**config.mk**
```make
export PLATFORM = sky130hd
export DESIGN_NAME = hamming_secded_tx
export DESIGN_NICKNAME = d
export VERILOG_FILES = /design/src/rtl/hamming_pkg.sv /design/src/rtl/hamming_encoder.sv /design/src/rtl/hamming_secded_tx.sv
export SDC_FILE = /design/constraint.sdc
export NUM_CORES = 1
export LEC_CHECK = 0
export ABC_AREA = 0
export CORE_ASPECT_RATIO = 0.9
export CORE_MARGIN = 2
export CORE_UTILIZATION = 46
export CTS_CLUSTER_DIAMETER = 150
export CTS_CLUSTER_SIZE = 12
export DETAILED_ROUTE_END_ITERATION = 12
export PLACE_DENSITY = 0.71
export SLEW_MARGIN = 0
export SYNTH_ARGS = -nofsm -noshare
export SYNTH_HDL_FRONTEND = slang
export SYNTH_SLANG_ARGS = --single-unit
```
**constraint.sdc**
```tcl
create_clock -name clk -period 1.6 [get_ports clk]
set_input_delay 0.32 -clock clk [delete_from_list [all_inputs] [get_ports clk]]
set_output_delay 0.32 -clock clk [all_outputs]
set_load 0.03 [all_outputs]
```
**src/rtl/hamming_pkg.sv**
```systemverilog
`timescale 1ns/1ps
// hamming_pkg
// Shared definitions for the Hamming(7,4)+global-parity (SECDED) codeword
// used by the transmit encoder and the receive-side syndrome detector.
//   - bit positions of every codeword field
//   - codeword type
//   - serial transmitter FSM state encoding
//   - number of serial bit slots per frame (start + 8 data + stop)
package hamming_pkg;

    // Codeword layout, bit 7 down to bit 0: g0 w3 w2 w1 p2 w0 p1 p0.
    // Bits 0..6 correspond to classic Hamming positions 1..7.
    localparam int POS_P0 = 0;
    localparam int POS_P1 = 1;
    localparam int POS_W0 = 2;
    localparam int POS_P2 = 3;
    localparam int POS_W1 = 4;
    localparam int POS_W2 = 5;
    localparam int POS_W3 = 6;
    localparam int POS_G0 = 7;

    localparam int FRAME_BITS = 10;

    typedef logic [7:0] codeword_t;

    typedef enum logic [1:0] {
        ST_IDLE  = 2'd0,
        ST_START = 2'd1,
        ST_DATA  = 2'd2,
        ST_STOP  = 2'd3
    } tx_state_t;

endpackage

```
**src/rtl/hamming_encoder.sv**
```systemverilog
`timescale 1ns/1ps
// hamming_encoder
// Purely combinational SECDED encoder: 4-bit nibble -> 8-bit codeword.
// Ports:
//   data_i     [3:0]  data nibble {w3,w2,w1,w0}
//   codeword_o [7:0]  {g0,w3,w2,w1,p2,w0,p1,p0}
module hamming_encoder (
    input  logic [3:0] data_i,
    output logic [7:0] codeword_o
);
    import hamming_pkg::*;

    logic w0, w1, w2, w3;

    assign w0 = data_i[0];
    assign w1 = data_i[1];
    assign w2 = data_i[2];
    assign w3 = data_i[3];

    always_comb begin
        codeword_o         = '0;
        codeword_o[POS_W0] = w0;
        codeword_o[POS_W1] = w1;
        codeword_o[POS_W2] = w2;
        codeword_o[POS_W3] = w3;
        codeword_o[POS_P0] = w0 ^ w1 ^ w3;
        codeword_o[POS_P1] = w0 ^ w2 ^ w3;
        codeword_o[POS_P2] = w1 ^ w2 ^ w3;
        // Global parity covers the seven Hamming bits so that the whole
        // byte has even parity; this separates single from double errors.
        codeword_o[POS_G0] = ^codeword_o[6:0];
    end

endmodule

```
**src/rtl/hamming_secded_tx.sv**
```systemverilog
`timescale 1ns/1ps
// hamming_secded_tx
// Accepts a nibble on a valid/ready handshake, encodes it as a SECDED
// codeword, XORs an error-injection mask into it and sends the result on a
// UART-style line: one start bit (0), eight data bits LSB first, one stop
// bit (1), each bit lasting CLKS_PER_BIT clocks.
// Ports:
//   clk         system clock, rising edge
//   rst_n       asynchronous active-low reset
//   data_i      [3:0] data nibble {w3,w2,w1,w0}
//   err_mask_i  [7:0] XOR mask applied at accept (0 = clean frame)
//   valid_i     data_i / err_mask_i valid
//   ready_o     high only while idle; accept = valid_i & ready_o
//   codeword_o  [7:0] last transmitted (masked) byte
//   tx_o        serial line, idles high
//   busy_o      frame in progress
//   done_o      one-cycle pulse in the last cycle of the stop bit
module hamming_secded_tx #(
    parameter int CLKS_PER_BIT = 16
) (
    input  logic       clk,
    input  logic       rst_n,
    input  logic [3:0] data_i,
    input  logic [7:0] err_mask_i,
    input  logic       valid_i,
    output logic       ready_o,
    output logic [7:0] codeword_o,
    output logic       tx_o,
    output logic       busy_o,
    output logic       done_o
);
    import hamming_pkg::*;

    localparam int CNT_W = (CLKS_PER_BIT > 1) ? $clog2(CLKS_PER_BIT) : 1;
    localparam logic [CNT_W-1:0] CNT_LAST = CNT_W'(CLKS_PER_BIT - 1);

    tx_state_t        state_q, state_d;
    logic [CNT_W-1:0] cnt_q, cnt_d;
    logic [2:0]       bit_idx_q, bit_idx_d;
    codeword_t        shift_q, shift_d;
    codeword_t        codeword_q, codeword_d;
    logic             tx_q, tx_d;
    logic             ready_q, ready_d;
    logic             busy_q, busy_d;
    logic             done_q, done_d;

    codeword_t        enc_codeword;
    codeword_t        masked_codeword;
    logic             accept;
    logic             bit_end;

    hamming_encoder u_encoder (
        .data_i     (data_i),
        .codeword_o (enc_codeword)
    );

    assign masked_codeword = enc_codeword ^ err_mask_i;
    assign accept          = valid_i & ready_q;
    assign bit_end         = (cnt_q == CNT_LAST);

    always_comb begin
        state_d    = state_q;
        cnt_d      = cnt_q;
        bit_idx_d  = bit_idx_q;
        shift_d    = shift_q;
        codeword_d = codeword_q;

        case (state_q)
            ST_IDLE: begin
                cnt_d = '0;
                if (accept) begin
                    state_d    = ST_START;
                    bit_idx_d  = 3'd0;
                    shift_d    = masked_codeword;
                    codeword_d = masked_codeword;
                end
            end
            ST_START: begin
                cnt_d = bit_end ? '0 : cnt_q + CNT_W'(1);
                if (bit_end) begin
                    state_d = ST_DATA;
                end
            end
            ST_DATA: begin
                cnt_d = bit_end ? '0 : cnt_q + CNT_W'(1);
                if (bit_end) begin
                    if (bit_idx_q == 3'd7) begin
                        state_d   = ST_STOP;
                        bit_idx_d = 3'd0;
                    end else begin
                        bit_idx_d = bit_idx_q + 3'd1;
                        shift_d   = {1'b0, shift_q[7:1]};
                    end
                end
            end
            ST_STOP: begin
                cnt_d = bit_end ? '0 : cnt_q + CNT_W'(1);
                if (bit_end) begin
                    state_d = ST_IDLE;
                end
            end
            default: begin
                state_d = ST_IDLE;
                cnt_d   = '0;
            end
        endcase

        // Outputs are decoded from the next state so that, once registered,
        // they line up exactly with the state they describe.
        case (state_d)
            ST_START: tx_d = 1'b0;
            ST_DATA:  tx_d = shift_d[0];
            default:  tx_d = 1'b1;
        endcase
        ready_d = (state_d == ST_IDLE);
        busy_d  = (state_d != ST_IDLE);
        done_d  = (state_d == ST_STOP) && (cnt_d == CNT_LAST);
    end

    always_ff @(posedge clk or negedge rst_n) begin
        if (!rst_n) begin
            state_q    <= ST_IDLE;
            cnt_q      <= '0;
            bit_idx_q  <= 3'd0;
            shift_q    <= '0;
            codeword_q <= '0;
            tx_q       <= 1'b1;
            ready_q    <= 1'b1;
            busy_q     <= 1'b0;
            done_q     <= 1'b0;
        end else begin
            state_q    <= state_d;
            cnt_q      <= cnt_d;
            bit_idx_q  <= bit_idx_d;
            shift_q    <= shift_d;
            codeword_q <= codeword_d;
            tx_q       <= tx_d;
            ready_q    <= ready_d;
            busy_q     <= busy_d;
            done_q     <= done_d;
        end
    end

    assign ready_o    = ready_q;
    assign codeword_o = codeword_q;
    assign tx_o       = tx_q;
    assign busy_o     = busy_q;
    assign done_o     = done_q;

endmodule

```
# After elaboration in Yosys (flattened, before gate mapping)
# Index checks and enable logic that the tools add are counted.
# word_totals
output_inout_bits	12
reg_bits	29
input_bits	15
word_cells	59
# classes
add_sub_neg	2
n_reduce_logical	10
n_eq_ne	12
bitwise_logic	8
muxes	17
# op_table
operator	n
8-bit 2-to-1 mux	3
8-bit one-hot mux with 2 select lines	1
2-bit 2-to-1 mux	5
3-bit 2-to-1 mux	3
2-bit equality test (second input constant)	4
4-bit equality test (second input constant)	2
2-bit one-hot mux with 4 select lines	1
4-bit one-hot mux with 2 select lines	1
8-bit bitwise XOR	1
7-bit parity	1
2-bit != test (second input constant)	3
3-bit one-hot mux with 2 select lines	1
1-bit bitwise XOR	6
4-bit by 1-bit adder with 4-bit output (second input constant)	1
2-bit by 1-bit equality test with 1-bit output (second input constant)	2
2-bit logical NOT	2
4-bit 2-to-1 mux	1
4-bit AND reduction	1
2-bit nonzero test	2
3-bit by 1-bit adder with 3-bit output (second input constant)	1
3-bit equality test (second input constant)	1
3-bit AND reduction	1
3-bit OR reduction	1
1-bit one-hot mux with 2 select lines	1
other kinds (3)	3

# Depth between registers and ports, before layout
# depth
depth_word	7
depth_mapped	6
ltp_nobuf	5

# Modules after synthesis
# A second synthesis with hierarchy kept.
# hier_totals
cells_unflattened	121
hier_area_um2	1463.9
# by_module_without_submodules
mod	area_each_um2	seq_area_each_um2	cells_per_inst	n_inst
hamming_secded_tx	1331.3	728.2	113	1
hamming_encoder	132.6	0.0	8	1

# Worst setup path before layout
# OpenSTA, ideal clock, no wires.
# synth_timing
kind	reg2reg
from	reg bit_idx_q[0]
to	reg shift_q[0]
required_time_ns	1.460
path_slack_ns	-0.005
setup_time_ns	0.140
period_less_slack_ns	1.605
path_stages_with_launch	6
t_arrival_ns	1.465
path_buffers	0
path_cell_list	dfrtp_1 ha_1 ha_1 or3b_4 o21ai_2 o221ai_1
# synth_via
elab_chain_len	4
# synth_lines
item	line	source
start, declared	hamming_secded_tx.sv:39	logic [2:0] bit_idx_q, bit_idx_d;
start signal, assigned	hamming_secded_tx.sv:134	bit_idx_q <= bit_idx_d;
3-bit equality test	hamming_secded_tx.sv:87	if (bit_idx_q == 3'd7) begin
8-bit 2-to-1 mux	hamming_secded_tx.sv:87	
8-bit 2-to-1 mux	hamming_secded_tx.sv:86	if (bit_end) begin
8-bit one-hot mux with 2 select lines	hamming_secded_tx.sv:68	case (state_q)
via shift_d[0]	hamming_secded_tx.sv:40	codeword_t shift_q, shift_d;
end signal, assigned	hamming_secded_tx.sv:135	shift_q <= shift_d;
end, declared	hamming_secded_tx.sv:40	
# The timed path passes the listed nets, and every way through them passes these cells. The select of a mux whose other input is x is not followed.
# A chain may end at the register's enable or synchronous reset.

# Worst setup path after layout
# Same ends and word-level chain as after synthesis.

==> impl_metrics.yaml <==
finish:
  nFillCells: 271
  stdcell_area_sq_um: 1920
  syn_to_final_growth_pct: 32.0
  final_cell_count_no_fill: 213
  antenna_cells: 0
  nets: 188
  finish.utilization_pct: 63.1
  drive_gt1_share_pct: 21.1
place:
  dp_hpwl_mm: 2.36
  io_buffers: 26
  place_congestion: 0.763
  placed_area_sq_um: 1830
  placedCellCount: 204
sta:
  finalClockSkew_ns: 0.0161
  hold_violations: 0
  final-max-slew-violation-count: 0
  tightest_slew_ns: 0.400
  slew_headroom_pct: 73.2
  final.setup.worst_slack_ns: -0.0497
  clock.fmax_ghz: 0.606
  fin_crit_sh_pct: 103
  final.setup.tns_ns: -0.114
  period_needed_ns: 1.65
  rsz0062_at_grt: "true"
  finalSetupViolations: 3
power_and_ir_drop:
  max-vdd-ir-drop_mv: 0.867
  power.density_nw_per_um2: 1650
  p_leak_nw: 0.834
  design_power_total_w: 0.00317
logic_synthesis:
  synth.area.top_cells: "dfrtp_1, xnor2_1, dfstp_2, a221o_1, ha_1"
  synth-seq-area-share_pct: 50.0
  synth_ff_type: "dfrtp_1"
  ys_top_cells_by_count: "dfrtp_1, xnor2_1, nand2_1"
  syn-instance-count: 130
  synth_edf_count: 0
  yosysTopAreaCellShare_pct: 46.4
  yosysTopAreaCell: "dfrtp_1"
  synthesis.nets: 148
  ys_ff_latch: 29
  yosys_warnings: 0
  yosysMostFrequentCell: "dfrtp_1"
  async_reset_ff_share_pct: 100
  netlist_area_sq_um: 1460
  avgSynthCellArea_sq_um: 11.2
  synth.distinct_cells: 41
drt:
  routed_via_density: 5.43
  drtIter0Drc: 63
  first_pass_iters: 4
  wl_mm: 3.25
  routedWlPerCell_um: 15.2
  detail-route-antenna-nets: 0
  vias: 1157
  drc: 0
critical_path:
  path_buf_inv: 0
  cp_cell_sequence: "ha_2 > ha_4 > or3b_4 > o21ai_4 > o221ai_2"
  crit_type: "reg2reg"
  worstSetupEndpointType: "flip-flop"
  critPathMaxFanout: 3
  cpMaxStageDelayCell: "or3b_4"
  arrival_ns: 1.86
  cp.required_ns: 1.81
  crit_family: "simple AND/OR/NAND/NOR gates"
  max_stage_delay_ns: 0.43
  startpoint_type: "flip-flop"
global_route:
  grt_pass1_vias: 1208
  grt_first_pass_wirelength_mm: 5.66
  grt_max_degree: 30
  groute.usage.overall_pct: 20.6
  grt_overflow_total: 0
  antenna_found_initial: 0
floorplanning:
  core-area_sq_um: 3040
  die_y_um: 57.4
  top_level_ports: 27
  die_x_um: 63.3
  start_util_pct: 47.8
  die_area_sq_um: 3630
  rows: 19
clock_tree:
  clock_latency_ns: 0.34
  cts_tree: "done"
  cts_made_buffers: 5
  clock_sinks: 29
  path_clk_slew_ns: 0.10
  h-tree-depth: 2
  cts-root-buf: "clkbuf_4"
  clockBufferDepth: 2
flow_run:
  max_cap_viol_count: 0
outcome:
  violations: "negative setup slack"
  outcome: "finished, violations left"
worst_hold_path:
  min_path_type: "in2async"
## path summary, 6_finish.rpt
path	startpoint	end	slack [ns]	depth (start not counted)
max	bit_idx_q[0]	shift_q[0]	-0.05	5
min	rst_n	codeword_o[5]	0.36	2
max reg2reg	bit_idx_q[0]	shift_q[0]	-0.05	5
min reg2reg	codeword_o[1]	codeword_o[1]	0.49	2
max in group asynchronous	rst_n	ready_o	0.93	2
min in group clk	codeword_o[1]	codeword_o[1]	0.49	2
## cell families after synthesis
group,share of synthesized area [%]
buf+inv,4.56
xor+xnor,9.63
mux,1.38
flops,50.0
fa+ha+maj,2.58
compound gates,16.4
simple gates,15.4
## through the flow
step                      worst slack, ns  hold slack [ns]
final                             -0.0497            0.360
after detailed placement           -0.115            0.473
after floorplan                    0.0337           0.0244
after global routing               -0.112            0.394
after CTS                         -0.0312            0.367
after global placement            -0.0416            0.463
## cell type report
cell class / count / area (sq um) / share of cell area (%)
flip-flops and latches: 29 / 728 / 37.9
multi-input cells: 90 / 709 / 36.9
repair buffers: 39 / 353 / 18.4
clock buffers: 8 / 58.8 / 3.06
well taps: 42 / 52.6 / 2.74
inverters: 5 / 18.8 / 0.977
## sequential cells by signal (all words and copies together), names as in the netlist
| signal | count |
|---|---|
| codeword_o | 8 |
| shift_q | 8 |
| cnt_q | 4 |
| bit_idx_q | 3 |
| state_q | 2 |
| busy_o | 1 |
| done_o | 1 |
| ready_o | 1 |
| tx_o | 1 |
## repair_timing
item                       4_1_cts  5_1_grt
pin swaps                        0        3
buffers inserted                 0        1
gates resized for setup         15        8
setup endpoints to repair       15       13
hold buffers                     0        0
## worst reg2reg max path, delay by kind of cell, from the launching register on
family          cells  cell delay, ns
flops               1            0.39
simple gates        1            0.43
fa+ha+maj           2            0.37
compound gates      2            0.36
## power breakdown
part / total, W / switching [W] / leakage [nW] / internal, W
Combinational: 0.00139 / 0.000748 / 0.442 / 0.000642
Sequential: 0.00131 / 0.000248 / 0.359 / 0.00106
Clock: 0.000470 / 0.000253 / 0.0326 / 0.000216
## cell usage in the layout (no fill, tap or decap), types with 2 or more instances in the layout
master           count
dfrtp_1             27
xnor2_1             16
clkdlybuf4s50_1     14
buf_4               12
dlygate4sd2_1       10
nand2_1              8
nor2_1               6
o21ai_1              6
a221o_1              5
inv_1                5
clkbuf_4             5
nand3_1              4
a21o_1               4
nand2b_1             3
o221ai_2             3
o21ai_0              3
a21oi_1              3
nand4b_1             2
mux2i_1              2
clkbuf_1             2
dfstp_2              2
## per-layer routing
| layer | up-vias | share of wire, % | global-route usage, % |
|---|---|---|---|
| met4 | 0 | 1.9 | 8.07 |
| met2 | 27 | 49 | 33.0 |
| li1 | 551 | - | - |
| met3 | 8 | 5.3 | 7.69 |
| met5 | - | 0 | 0 |
| met1 | 571 | 44 | 25.7 |
No activity file was read; power rests on OpenSTA's default activity.
